**src/rtl/regfile_write_arbiter.sv**
```systemverilog
// Round-robin arbiter merging ALU and load writebacks into one register-file
// write port, with a per-register pending-write scoreboard.
module regfile_write_arbiter #(
  parameter int DATA_W = 16
) (
  input  logic              clk,
  input  logic              rst_n,
  input  logic              alu_valid,
  input  logic [2:0]        alu_dest,
  input  logic [DATA_W-1:0] alu_data,
  output logic              alu_ready,
  input  logic              mem_valid,
  input  logic [2:0]        mem_dest,
  input  logic [DATA_W-1:0] mem_data,
  output logic              mem_ready,
  input  logic              rsv_valid,
  input  logic [2:0]        rsv_dest,
  output logic [7:0]        wr_en,
  output logic [DATA_W-1:0] wr_data,
  output logic [7:0]        busy
);

  // prio_mem_q=1: MEM wins the next conflict
  logic              prio_mem_q, prio_mem_d;
  logic [7:0]        wr_en_q, wr_en_d;
  logic [DATA_W-1:0] wr_data_q, wr_data_d;
  logic [7:0]        busy_q, busy_d;

  logic              alu_gnt;
  logic              mem_gnt;
  logic              xfer;
  logic [2:0]        x_dest;
  logic [DATA_W-1:0] x_data;

  always_comb begin
    alu_gnt = rst_n & alu_valid & (~mem_valid | ~prio_mem_q);
    mem_gnt = rst_n & mem_valid & (~alu_valid | prio_mem_q);
    xfer    = alu_gnt | mem_gnt;
    x_dest  = alu_gnt ? alu_dest : mem_dest;
    x_data  = alu_gnt ? alu_data : mem_data;
  end

  assign alu_ready = alu_gnt;
  assign mem_ready = mem_gnt;

  always_comb begin
    prio_mem_d = prio_mem_q;
    wr_en_d    = 8'h00;
    wr_data_d  = wr_data_q;
    busy_d     = busy_q;
    if (xfer) begin
      prio_mem_d       = alu_gnt;
      wr_en_d[x_dest]  = 1'b1;
      wr_data_d        = x_data;
      busy_d[x_dest]   = 1'b0;
    end
    // set after clear: a fresh reservation outlives the older write
    if (rsv_valid) begin
      busy_d[rsv_dest] = 1'b1;
    end
  end

  always_ff @(posedge clk or negedge rst_n) begin
    if (!rst_n) begin
      prio_mem_q <= 1'b0;
      wr_en_q    <= 8'h00;
      wr_data_q  <= '0;
      busy_q     <= 8'h00;
    end else begin
      prio_mem_q <= prio_mem_d;
      wr_en_q    <= wr_en_d;
      wr_data_q  <= wr_data_d;
      busy_q     <= busy_d;
    end
  end

  assign wr_en   = wr_en_q;
  assign wr_data = wr_data_q;
  assign busy    = busy_q;

endmodule
```
**config.mk**
```make
export PLATFORM = sky130hd
export DESIGN_NAME = regfile_write_arbiter
export DESIGN_NICKNAME = d
export VERILOG_FILES = /design/src/rtl/regfile_write_arbiter.sv
export SDC_FILE = /design/constraint.sdc
export NUM_CORES = 1
export LEC_CHECK = 0
export CORE_UTILIZATION = 25
export CTS_CLUSTER_SIZE = 25
export DETAILED_ROUTE_END_ITERATION = 8
export PLACE_DENSITY = 0.55
export SLEW_MARGIN = 10
export SYNTH_ARGS = -nofsm -noshare
export SYNTH_HDL_FRONTEND = slang
export SYNTH_SLANG_ARGS = --single-unit
```
**constraint.sdc**
```tcl
create_clock -name clk -period 1.9 [get_ports clk]
set_input_delay 0.285 -clock clk [delete_from_list [all_inputs] [get_ports clk]]
set_output_delay 0.285 -clock clk [all_outputs]
set_load 0.01 [all_outputs]
```
Yosys cells after proc, flatten, opt, wreduce, memory -nomap -nowiden --
Cells that the tools add are included.
Word-level totals: register bits 33, logic and storage cells 32, output and inout port bits 34, bits of input ports 46
Cells by class: order comparisons 4, bitwise logic cells 13, multiplexer cells 9, reduce and logical (&&, ||, !) cells 2
Operators with widths (number):
- 8-bit two-way mux | 3
- 16-bit two-way mux | 1
- 8-bit bitwise AND | 1
- 3-bit by 4-bit less-than comparator with 1-bit output, second input constant | 2
- 8-bit inverter | 1
- 8-bit OR | 1
- 1-bit demux with 3-bit select | 2
- 3-bit by 1-bit greater-or-equal comparator with 1-bit output, second input constant | 2
- 1-bit bitwise AND | 4
- 3-bit two-way mux | 1
- 1-bit inverter | 3
- 1-bit OR | 3
- 1-bit logical AND | 2
- 1-bit two-way mux | 2

Logic depth before layout (Yosys ltp) --
Gate-level depths: netlist (run 1).
depth in word-level cells 13, mapped depth 6, gate-level depth less buffers 4

Least setup slack after synthesis (run 1) --
Ideal clock, no wire load.
path type register to register, start register prio_mem_q, end register busy_q[7] (netlist: busy[7]), slack 458 ps, cell stages (with the launch flop) 5, arrival 1316 ps, path buffers 0, cell sequence dfrtp_1 > a21boi_4 > nand2_4 > mux2_4 > o32a_1
On the way: word-level cells in the longest chain between the ends 13
RTL lines:
- start: declaration | RTL line 24 | logic prio_mem_q, prio_mem_d;
- start signal: assignment | RTL line 70 | prio_mem_q <= prio_mem_d;
- 1-bit inverter | RTL line 36 | alu_gnt = rst_n & alu_valid & (~mem_valid | ~prio_mem_q);
- 1-bit OR | RTL line 36
- 1-bit bitwise AND | RTL line 36
- 3-bit two-way mux | RTL line 39 | x_dest = alu_gnt ? alu_dest : mem_dest;
- 3-bit by 4-bit less-than comparator with 1-bit output (implied by the code) / 3-bit by 1-bit greater-or-equal comparator with 1-bit output (equally long branches) | RTL line 55 | busy_d[x_dest] = 1'b0;
- 1-bit logical AND (implied by the code) | RTL line 55
- 1-bit two-way mux (implied by the code) | RTL line 55
- 1-bit demux with 3-bit select | RTL line 55
- 8-bit inverter (no line)
- 8-bit bitwise AND (no line)
- 8-bit two-way mux * | RTL line 51 | if (xfer) begin
- 8-bit OR (no line)
- 8-bit two-way mux * | RTL line 58 | if (rsv_valid) begin
- via busy_d[7] | RTL line 27 | logic [7:0] busy_q, busy_d;
- end signal: assignment | RTL line 73 | busy_q <= busy_d;
- end: declaration | RTL line 27
Mark *: on every way through the listed nets, which the timed path passes. The rest lies on a longest branch. A chain may end at the register's enable or synchronous reset.

Worst setup path in the final report (run 1) --
start input alu_valid, end output mem_ready
On the way: word-level cells in the longest chain between the ends 3
RTL lines:
- start: declaration | RTL line 8 | input logic alu_valid,
- 1-bit inverter | RTL line 37 | mem_gnt = rst_n & mem_valid & (~alu_valid | prio_mem_q);
- 1-bit OR | RTL line 37
- 1-bit bitwise AND | RTL line 37
- end: declaration | RTL line 15 | output logic mem_ready,
Every way passes these cells.

==> results of run 1 <==
worst paths after layout:
kind | from | slack (ps) | end
setup / recovery | alu_valid | 110 | mem_ready
hold / removal | rst_n | 400 | wr_data[3]$_DFFE_PN0P_
setup reg to reg | prio_mem_q$_DFFE_PN0P_ | 310 | busy[1]$_DFF_PN0_
hold reg to reg | busy[5]$_DFF_PN0_ | 510 | busy[5]$_DFF_PN0_
max in group asynchronous | rst_n | 780 | prio_mem_q$_DFFE_PN0P_
min in group clk | busy[5]$_DFF_PN0_ | 510 | busy[5]$_DFF_PN0_
sequential cells by signal (all words and copies together), names as in the netlist:
signal,count
busy,8
wr_data,16
wr_en,8
prio_mem_q,1
Yosys cell counts (2+ instances only):
cell type / instances
nor2b_1: 7
nand2b_1: 3
buf_2: 3
o32a_1: 3
mux2i_1: 3
a31oi_1: 2
mux2_4: 2
nand2_1: 6
o21a_1: 2
nand3_1: 3
dfrtp_1: 33
o21ai_0: 4
nor2_1: 47
inv_1: 6
a21oi_1: 4
a2bb2oi_1: 2
o22ai_1: 16
report_power, final:
group | total [mW] | switching (mW) | internal [mW]
clock network | 0.670 | 0.242 | 0.427
registers | 0.873 | 0.0630 | 0.810
logic | 0.638 | 0.259 | 0.378
repair_timing:
| action | CTS | global route |
|---|---|---|
| gates cloned | 0 | 0 |
| endpoints found under the setup margin | 2 | 13 |
| hold endpoints to repair | 4 | 0 |
| hold buffers | 1 | 0 |
| buffers inserted | 0 | 0 |
| gates resized for setup | 2 | 2 |
metal layers:
| layer | track usage | routed length [um] |
|---|---|---|
| met1 | 0.188 | 1990 |
| met2 | 0.256 | 2190 |
| met3 | 0.0251 | 140 |
| met4 | 0.0536 | 66 |
| met5 | 0 | 0 |
area by class of cell:
cell class / instances / area, sq um / share of cell area
Clock buffer: 7 / 86.3 / 0.0331
Clock inverter: 1 / 30.0 / 0.0115
Inverter: 6 / 22.5 / 0.00865
Multi-Input combinational cell: 113 / 646 / 0.248
Sequential cell: 33 / 826 / 0.317
Timing Repair Buffer: 94 / 901 / 0.346
Tap cell: 75 / 93.8 / 0.0360
cell families (layout without fill, tap and decap cells):
group	count (synthesis)	in the layout	share of synthesized area
multiplexers	5	5	0.0394
flip-flops	33	33	0.542
AO/OA/AOI/OAI	39	39	0.182
AND/OR/NAND/NOR	69	69	0.201
buffers and inverters	11	108	0.0345
stage by stage:
stage               utilization  std cells  setup slack [ps]  setup TNS (ps)  cell area [sq um]
finish                    0.443        329               111               0               2610
floorplan                     -        157               458               0               1520
CTS                       0.442        329              75.6               0               2600
global placement          0.421        320             -77.7            -636               2480
global route              0.443        329              53.5               0               2610
detailed placement        0.421        320              -108           -1140               2480
cells in the final DEF, fill, tap and decap left out, types with 2 or more instances in the layout:
cell type and instances:
nand3_1 3, o32a_1 3, inv_1 6, nand2b_1 3, dfrtp_1 33, clkdlybuf4s50_1 76, a2bb2oi_1 2, clkbuf_8 6
buf_4 14, mux2i_1 3, a31oi_1 2, a21oi_1 4, nor2b_1 7, nand2_1 6, nor2_1 47, o22ai_1 16
dlygate4sd2_1 2, o21ai_0 4, mux2_4 2
==> reports/qor.csv, run 1 <==
stage,metric,value,unit
outcome,outcome,"complete, no violations",
logic_synthesis,Yosys warnings,0,
setup_path,Critical path buffers and inverters,3,
finish,filler instances,600,
setup_path,crit-path cells,clkdlybuf4s50_1 > or2b_2 > nand3_2 > inv_1 > dlygate4sd2_1,
floorplanning,Initial Util,0.259,
logic_synthesis,Netlist Area Pre-Place,0.00152,sq mm
logic_synthesis,Syn Area/Cell,9.70,sq um
detailed_routing,drt drc,0,
detailed_routing,Vias,1466,
setup_path,critical path launch point type,input port,
logic_synthesis,Post-Synthesis Cells,157,
setup_path,CP peak stage delay,500,ps
detailed_routing,Post-DRT Antenna Nets,0,
floorplanning,die width,80.0,um
floorplanning,Rows,28,
clock_tree,CTS tree,done,
clock_tree,clk_lat worst skew,280,ps
placed_design,Final HPWL DP,3.35,mm
grt,largest net degree at the start of global routing,21,
sta,final worst-path cycle share,0.941,
setup_path,critical path required time,1620,ps
sta,final hold violation count,0,
logic_synthesis,Seq cells post-synth,33,
logic_synthesis,"EDFF count, synth",0,
hold_path,min-delay worst type,in -> async,
sta,min Tclk post-route,1790,ps
placed_design,RePlAce Congestion,0.769,
power_and_ir_drop,pwr/cell area,837,mW/mm^2
grt,number of global-route vias before repair,1481,
clock_tree,CTS buffer count,5,
power_and_ir_drop,total design power,2.18,mW
sta,RSZ-0062 raised after global routing,false,
clock_tree,Worst-path clk slew,60,ps
setup_path,critical path depth,5,
logic_synthesis,Post-synth ARST share,1.00,
setup_path,critical path peak fanout,3,
finish,area grow syn2layout,71.1,%
detailed_routing,Detailed Routing Iterations Pass 1,4,
setup_path,CP max-delay cell,clkdlybuf4s50_1,
power_and_ir_drop,Worst IR Drop VDD,0.343,mV
detailed_routing,DRT Wirelength,4.39,mm
run,Max Cap Violations,0,
setup_path,WP data arrival,1500,ps
logic_synthesis,Area contributors post-synth,"dfrtp_1 (54%), nor2_1 (12%), o22ai_1 (6.6%), nor2b_1 (2.9%), mux2i_1 (2.0%)",
sta,Slew headroom,0.725,
grt,total track usage,0.150,
floorplanning,Top Ports,80,
setup_path,FF-to-FF path depth,6,
sta,Least-Margin Pin Slew,401,ps
sta,Highest Clock Rate,559,MHz
sta,final setup violation count,0,
setup_path,Setup CP Type,in -> out,
logic_synthesis,"Primary FF master, synth",dfrtp_1,
finish,final layout net count,299,
sta,Layout Skew,5.06,ps
sta,max-slew violation count,0,
clock_tree,Clock Sinks,33,
clock_tree,CTS max path bufs,2,
detailed_routing,Via density,4.46,
sta,Final Hold Slack,404,ps
clock_tree,H-tree levels,2,
finish,share of cells above drive strength 1,0.118,
setup_path,endpoint class of the critical path,output port,
finish,Ant. Diodes,0,
logic_synthesis,Yosys top cell area share,0.542,
logic_synthesis,dominant cell type by area after synthesis,dfrtp_1,
detailed_routing,drt wl/cell,13.3,um
power_and_ir_drop,Leak,1.12,nW
detailed_routing,Initial DRC Count,27,
logic_synthesis,Unique masters post-synth,28,
grt,initial antenna violation count,0,
floorplanning,Die H,80.0,um
floorplanning,die area,0.00641,sq mm
floorplanning,core area,0.00589,sq mm
grt,gr ovfl total,0,
grt,first-pass GRT wire length,7.29,mm
logic_synthesis,syn nets,203,
clock_tree,clk root buf,clkbuf_8,
placed_design,IO buf count,79,
setup_path,"delay-heaviest family, CP",buffers and inverters,
logic_synthesis,post-synthesis sequential area ratio,0.542,
Note: power is estimated with default switching activity, not from simulation.
==> inputs of run 2 (changes only) <==
Settings changed: GPL_TIMING_DRIVEN set to 0.
==> run 2 against run 1 <==
- sequential share of layout area rose by 0.73 points
- largest cell class unchanged
- non-clock buffer count fell by 7
- largest power group unchanged
- power fell by 7.6%
- critical path type is now reg -> out
- hold slack got worse by 310 ps
- clock skew fell by 0.97 ps
- final area fell by 2.1%
==> reports/qor.csv, run 2 (synthesized netlist as in run 1, its figures left out) <==
stage,metric,value,unit
outcome,outcome,"complete, no violations",
placed_design,area post-placement,0.00242,sq mm
clock_tree,Clock Sinks,33,
finish,Ant. Diodes,0,
sta,max-slew violation count,0,
floorplanning,Top Ports,80,
finish,max reg flops,16,
sta,Slew headroom,0.692,
clock_tree,clk root buf,clkbuf_8,
placed_design,Final HPWL DP,3.28,mm
grt,initial antenna violation count,0,
sta,Highest Clock Rate,560,MHz
sta,final setup violation count,0,
detailed_routing,DRT Wirelength,4.43,mm
floorplanning,die area,0.00641,sq mm
floorplanning,Initial Util,0.259,
finish,area grow syn2layout,67.5,%
sta,min setup slack post-route,116,ps
clock_tree,Worst-path clk slew,70,ps
placed_design,IO buf count,79,
clock_tree,CTS buffer count,5,
grt,total track usage,0.146,
floorplanning,die width,80.0,um
finish,most frequent cells in the layout,"clkdlybuf4s50_1 (74), nor2_1 (47), dfrtp_1 (32)",
power_and_ir_drop,Int Pwr,1.43,mW
grt,largest net degree at the start of global routing,29,
power_and_ir_drop,clock power share,0.252,
detailed_routing,Post-DRT Antenna Nets,0,
setup_path,WP data arrival,1500,ps
power_and_ir_drop,sw power,0.580,mW
detailed_routing,Vias,1471,
clock_tree,CTS tree,done,
power_and_ir_drop,Comb pwr share,0.313,
setup_path,critical path required time,1620,ps
power_and_ir_drop,Sw Share,0.288,
clock_tree,clk_lat worst skew,280,ps
detailed_routing,Detailed Routing Iterations Pass 1,4,
power_and_ir_drop,Leak,1.09,nW
power_and_ir_drop,Worst IR Drop VDD,0.288,mV
sta,Layout Skew,4.09,ps
grt,first-pass GRT wire length,7.04,mm
floorplanning,Die H,80.0,um
power_and_ir_drop,pwr/cell area,790,mW/mm^2
detailed_routing,DRT met1 WL,2.02,mm
placed_design,Setup WS pre-CTS,-520,ps
sta,final worst-path cycle share,0.939,
placed_design,RePlAce Congestion,0.762,
floorplanning,Rows,28,
detailed_routing,met3 wire length,145,um
sta,final hold violation count,0,
hold_path,min-delay worst type,in -> async,
sta,RSZ-0062 raised after global routing,false,
power_and_ir_drop,sequential group share of total power,0.435,
sta,min Tclk post-route,1780,ps
clock_tree,CTS max path bufs,2,
setup_path,critical path peak fanout,19,
finish,final layout net count,292,
detailed_routing,Highest Signal Layer,met4,
setup_path,critical path launch point type,flop,
detailed_routing,Via density,4.57,
finish,post-route design area,0.00255,sq mm
setup_path,endpoint class of the critical path,output port,
run,Max Cap Violations,0,
setup_path,Setup CP Type,reg -> out,
detailed_routing,drt wl/cell,13.7,um
detailed_routing,drt drc,0,
grt,number of global-route vias before repair,1390,
grt,gr ovfl total,0,
finish,"commonest non-fill, non-tap cell in the layout",clkdlybuf4s50_1,
finish,share of cells above drive strength 1,0.0891,
detailed_routing,metal2 WL,2.23,mm
floorplanning,core area,0.00589,sq mm
clock_tree,H-tree levels,2,
sta,Least-Margin Pin Slew,449,ps
detailed_routing,Initial DRC Count,42,
-- run 2: cell count changes in the layout (fill, tap and decap cells not counted), sizes merged --
cell / delta
buf: -7
clkdlybuf4s50: -2
clkinv: +2
bufinv: -1
clkbuf: -1
dlygate4sd2: +1
dlymetal6s2s: +1
-- run 2: final timing paths --
kind                                         from  depth (start not counted)                      to  slack [ps]
max                        prio_mem_q$_DFFE_PN0P_                          5               alu_ready         120
min                                         rst_n                          3       busy[6]$_DFF_PN0_          90
max reg2reg                prio_mem_q$_DFFE_PN0P_                          4      wr_en[5]$_DFF_PN0_         340
min reg2reg                     busy[3]$_DFF_PN0_                          1       busy[3]$_DFF_PN0_         520
max in group asynchronous                   rst_n                          2      wr_en[6]$_DFF_PN0_        1250
min in group clk                        alu_valid                          3  prio_mem_q$_DFFE_PN0P_         490
-- run 2: worst max-delay path: stages, from the launching register on --
cell and delay, ps:
dfrtp_2 440, a21boi_4 200, nand2_4 90, buf_6 170, inv_1 60, dlygate4sd2_1 260
-- run 2: metal layers --
metal / up-vias / global-route usage
met1: 707 / 0.197
met3: 2 / 0.0274
met5: - / 0
met4: 0 / 0.0375
li1: 725 / -
met2: 37 / 0.240
-- run 2: timing repair --
action                     CTS  global route
hold endpoints to repair     5             0
buffers inserted             2             0
setup endpoints to repair    2             1
hold buffers                 2             0
cloned                       0             0
resized for setup            5             2
-- run 2: per-stage QoR --
stage / hold slack [ps] / std cells / TNS (ps) / utilization / power [mW]
final: 92.6 / 322 / 0 / 0.433 / 2.02
after global routing: 104 / 322 / 0 / 0.433 / 2.14
after CTS: 98.8 / 322 / 0 / 0.433 / 2.04
after detailed placement: 131 / 312 / -1460 / 0.412 / 1.51
after global placement: 502 / 311 / -58430 / 0.409 / 1.50
after floorplan: -10.6 / 157 / 0 / - / 1.12
-- run 2: power by group through the flow --
stage               sequential [mW]  clock, mW  combinational, mW
floorplan                     0.930          0              0.189
global placement              0.885          0              0.618
detailed placement            0.887          0              0.628
CTS                           0.876      0.521              0.640
global route                  0.886      0.564              0.689
finish                        0.876      0.508              0.631
-- run 2: cell type report --
class / count / area, sq um
Fill cell: 610 / 3340
Inverter: 6 / 22.5
Clock buffer: 6 / 72.6
Buffer: 3 / 20.0
Timing Repair Buffer: 84 / 850
Sequential cell: 33 / 827
Tap cell: 75 / 93.8
Multi-Input combinational cell: 113 / 654
Clock inverter: 2 / 10.0
==> inputs of run 3 (changes only) <==
==> constraint.sdc (replaced) <==
create_clock -name clk -period 1.9 [get_ports clk]
set_input_delay 0.38 -clock clk [delete_from_list [all_inputs] [get_ports clk]]
set_output_delay 0.38 -clock clk [all_outputs]
set_load 0.01 [all_outputs]
==> run 3 against run 2 <==
- wire length decreased by 2.0%
- clock-buffer cell count unchanged
- maximum frequency decreased by 1.6%
- clock skew decreased by 0.91 ps
- non-clock buffer count increased by 1
- cell count increased by 0.31%
- die area unchanged
- combinational power increased by 0.8%
- power about the same
- largest cell class unchanged
- utilization about the same
- sequential share of layout area about the same
==> reports/qor.csv, run 3 (synthesized netlist as in run 1, its figures left out) <==
stage,metric,value,unit
outcome,outcome,"complete, no violations",
grt,gr ovfl total,0,
setup_path,endpoint class of the critical path,output port,
setup_path,crit-path cells,a21boi_4 > nand2_4 > buf_8 > inv_1 > clkdlybuf4s15_1,
setup_path,"delay-heaviest family, CP",buffers and inverters,
placed_design,Setup WS pre-CTS,-710,ps
clock_tree,CTS tree,done,
floorplanning,Rows,28,
sta,max-slew violation count,0,
detailed_routing,Via density,4.54,
grt,initial antenna violation count,0,
setup_path,CP peak stage delay,420,ps
hold_path,min-delay worst type,in -> async,
clock_tree,clk root buf,clkbuf_8,
grt,total track usage,0.146,
setup_path,FF-to-FF path depth,6,
sta,RSZ-0062 raised after global routing,false,
finish,area of the multi-input gates,654,sq um
finish,FF/Latch Area,826,sq um
floorplanning,die area,0.00641,sq mm
finish,filler instances,610,
detailed_routing,Vias,1465,
sta,Layout Skew,3.18,ps
finish,"commonest non-fill, non-tap cell in the layout",clkdlybuf4s50_1,
detailed_routing,Post-DRT Antenna Nets,0,
clock_tree,Clock Sinks,33,
detailed_routing,Detailed Routing Iterations Pass 1,4,
floorplanning,Top Ports,80,
setup_path,FF-to-FF setup slack,370,ps
setup_path,critical path required time,1520,ps
detailed_routing,Initial DRC Count,41,
sta,min Tclk post-route,1810,ps
finish,max reg flops,16,
grt,first-pass GRT wire length,7.03,mm
finish,post-route design area,0.00255,sq mm
placed_design,RePlAce Congestion,0.762,
placed_design,Final HPWL DP,3.28,mm
floorplanning,core area,0.00589,sq mm
detailed_routing,drt wl/cell,13.4,um
grt,largest net degree at the start of global routing,35,
finish,share of cells above drive strength 1,0.0927,
clock_tree,CTS buffer count,5,
finish,Ant. Diodes,0,
placed_design,IO buf count,79,
clock_tree,CTS max path bufs,2,
power_and_ir_drop,Leak,1.08,nW
setup_path,critical path peak fanout,19,
detailed_routing,drt drc,0,
clock_tree,H-tree levels,2,
clock_tree,clk_lat worst skew,280,ps
detailed_routing,DRT Wirelength,4.34,mm
sta,Highest Clock Rate,551,MHz
sta,final hold violation count,0,
sta,Slew headroom,0.691,
power_and_ir_drop,pwr/cell area,791,mW/mm^2
sta,Least-Margin Pin Slew,451,ps
placed_design,area post-placement,0.00242,sq mm
floorplanning,Initial Util,0.259,
clock_tree,Worst-path clk slew,70,ps
setup_path,Critical path buffers and inverters,3,
grt,number of global-route vias before repair,1401,
sta,final setup violation count,0,
setup_path,Setup CP Type,reg -> out,
run,Max Cap Violations,0,
setup_path,critical path launch point type,flop,
power_and_ir_drop,Worst IR Drop VDD,0.288,mV
sta,Final Hold Slack,70.4,ps
setup_path,critical path depth,5,
floorplanning,die width,80.0,um
floorplanning,Die H,80.0,um
finish,most frequent cells in the layout,"clkdlybuf4s50_1 (74), nor2_1 (47), dfrtp_1 (33)",
setup_path,CP max-delay cell,dfrtp_1,
sta,min setup slack post-route,86.8,ps
sta,final worst-path cycle share,0.954,
finish,area grow syn2layout,67.3,%
finish,final layout net count,293,
setup_path,WP data arrival,1430,ps
## run 3: report_power, final
| group | internal, mW | switching (mW) | total (mW) |
|---|---|---|---|
| combinational | 0.375 | 0.261 | 0.636 |
| sequential | 0.810 | 0.0632 | 0.873 |
| clock | 0.254 | 0.253 | 0.507 |
| total | 1.44 | 0.577 | 2.02 |
## run 3: final cells by class
type,instances,share of cell area
flip-flops and latches,33,0.324
well taps,75,0.0368
clock buffers,6,0.0285
clock inverters,2,0.00393
plain buffers,3,0.00933
inverters,6,0.00884
multi-input cells,113,0.257
repair buffers,85,0.332
## run 3: stage by stage
| step | std cells | TNS [ps] | power, mW | utilization |
|---|---|---|---|---|
| after floorplan | 157 | 0 | 1.12 | - |
| after global placement | 311 | -65080 | 1.50 | 0.409 |
| after detailed placement | 312 | -3810 | 1.51 | 0.412 |
| after CTS | 322 | 0 | 2.04 | 0.431 |
| after global routing | 323 | 0 | 2.14 | 0.433 |
| final | 323 | 0 | 2.02 | 0.433 |
## run 3: path summary, 6_finish.rpt
path	from	endpoint
max in group asynchronous	rst_n	wr_en[6]$_DFF_PN0_
hold reg to reg	busy[3]$_DFF_PN0_	busy[3]$_DFF_PN0_
setup / recovery	prio_mem_q$_DFFE_PN0P_	alu_ready
hold / removal	rst_n	busy[4]$_DFF_PN0_
setup reg to reg	prio_mem_q$_DFFE_PN0P_	busy[2]$_DFF_PN0_
min in group clk	busy[3]$_DFF_PN0_	busy[3]$_DFF_PN0_
## run 3: timing repair
item / CTS / global route
buffers inserted: 3 / 1
hold buffers: 1 / 0
setup endpoints to repair: 2 / 1
resized for setup: 8 / 2
hold endpoints to repair: 5 / 0
pin swaps: 0 / 1
## run 3: metal layers
layer | vias to the layer above | wire length (um) | track usage
met3 | 5 | 130 | 0.0274
li1 | 725 | - | -
met5 | - | 0 | 0
met2 | 33 | 2160 | 0.240
met4 | 0 | 49 | 0.0429
met1 | 702 | 1990 | 0.195
## run 3: worst register-to-register path, stage by stage (launching register included)
cell	delay, ps
dfrtp_1	420
a21boi_4	180
buf_4	130
buf_4	100
a32o_1	240
o311ai_0	170
o21a_1	200
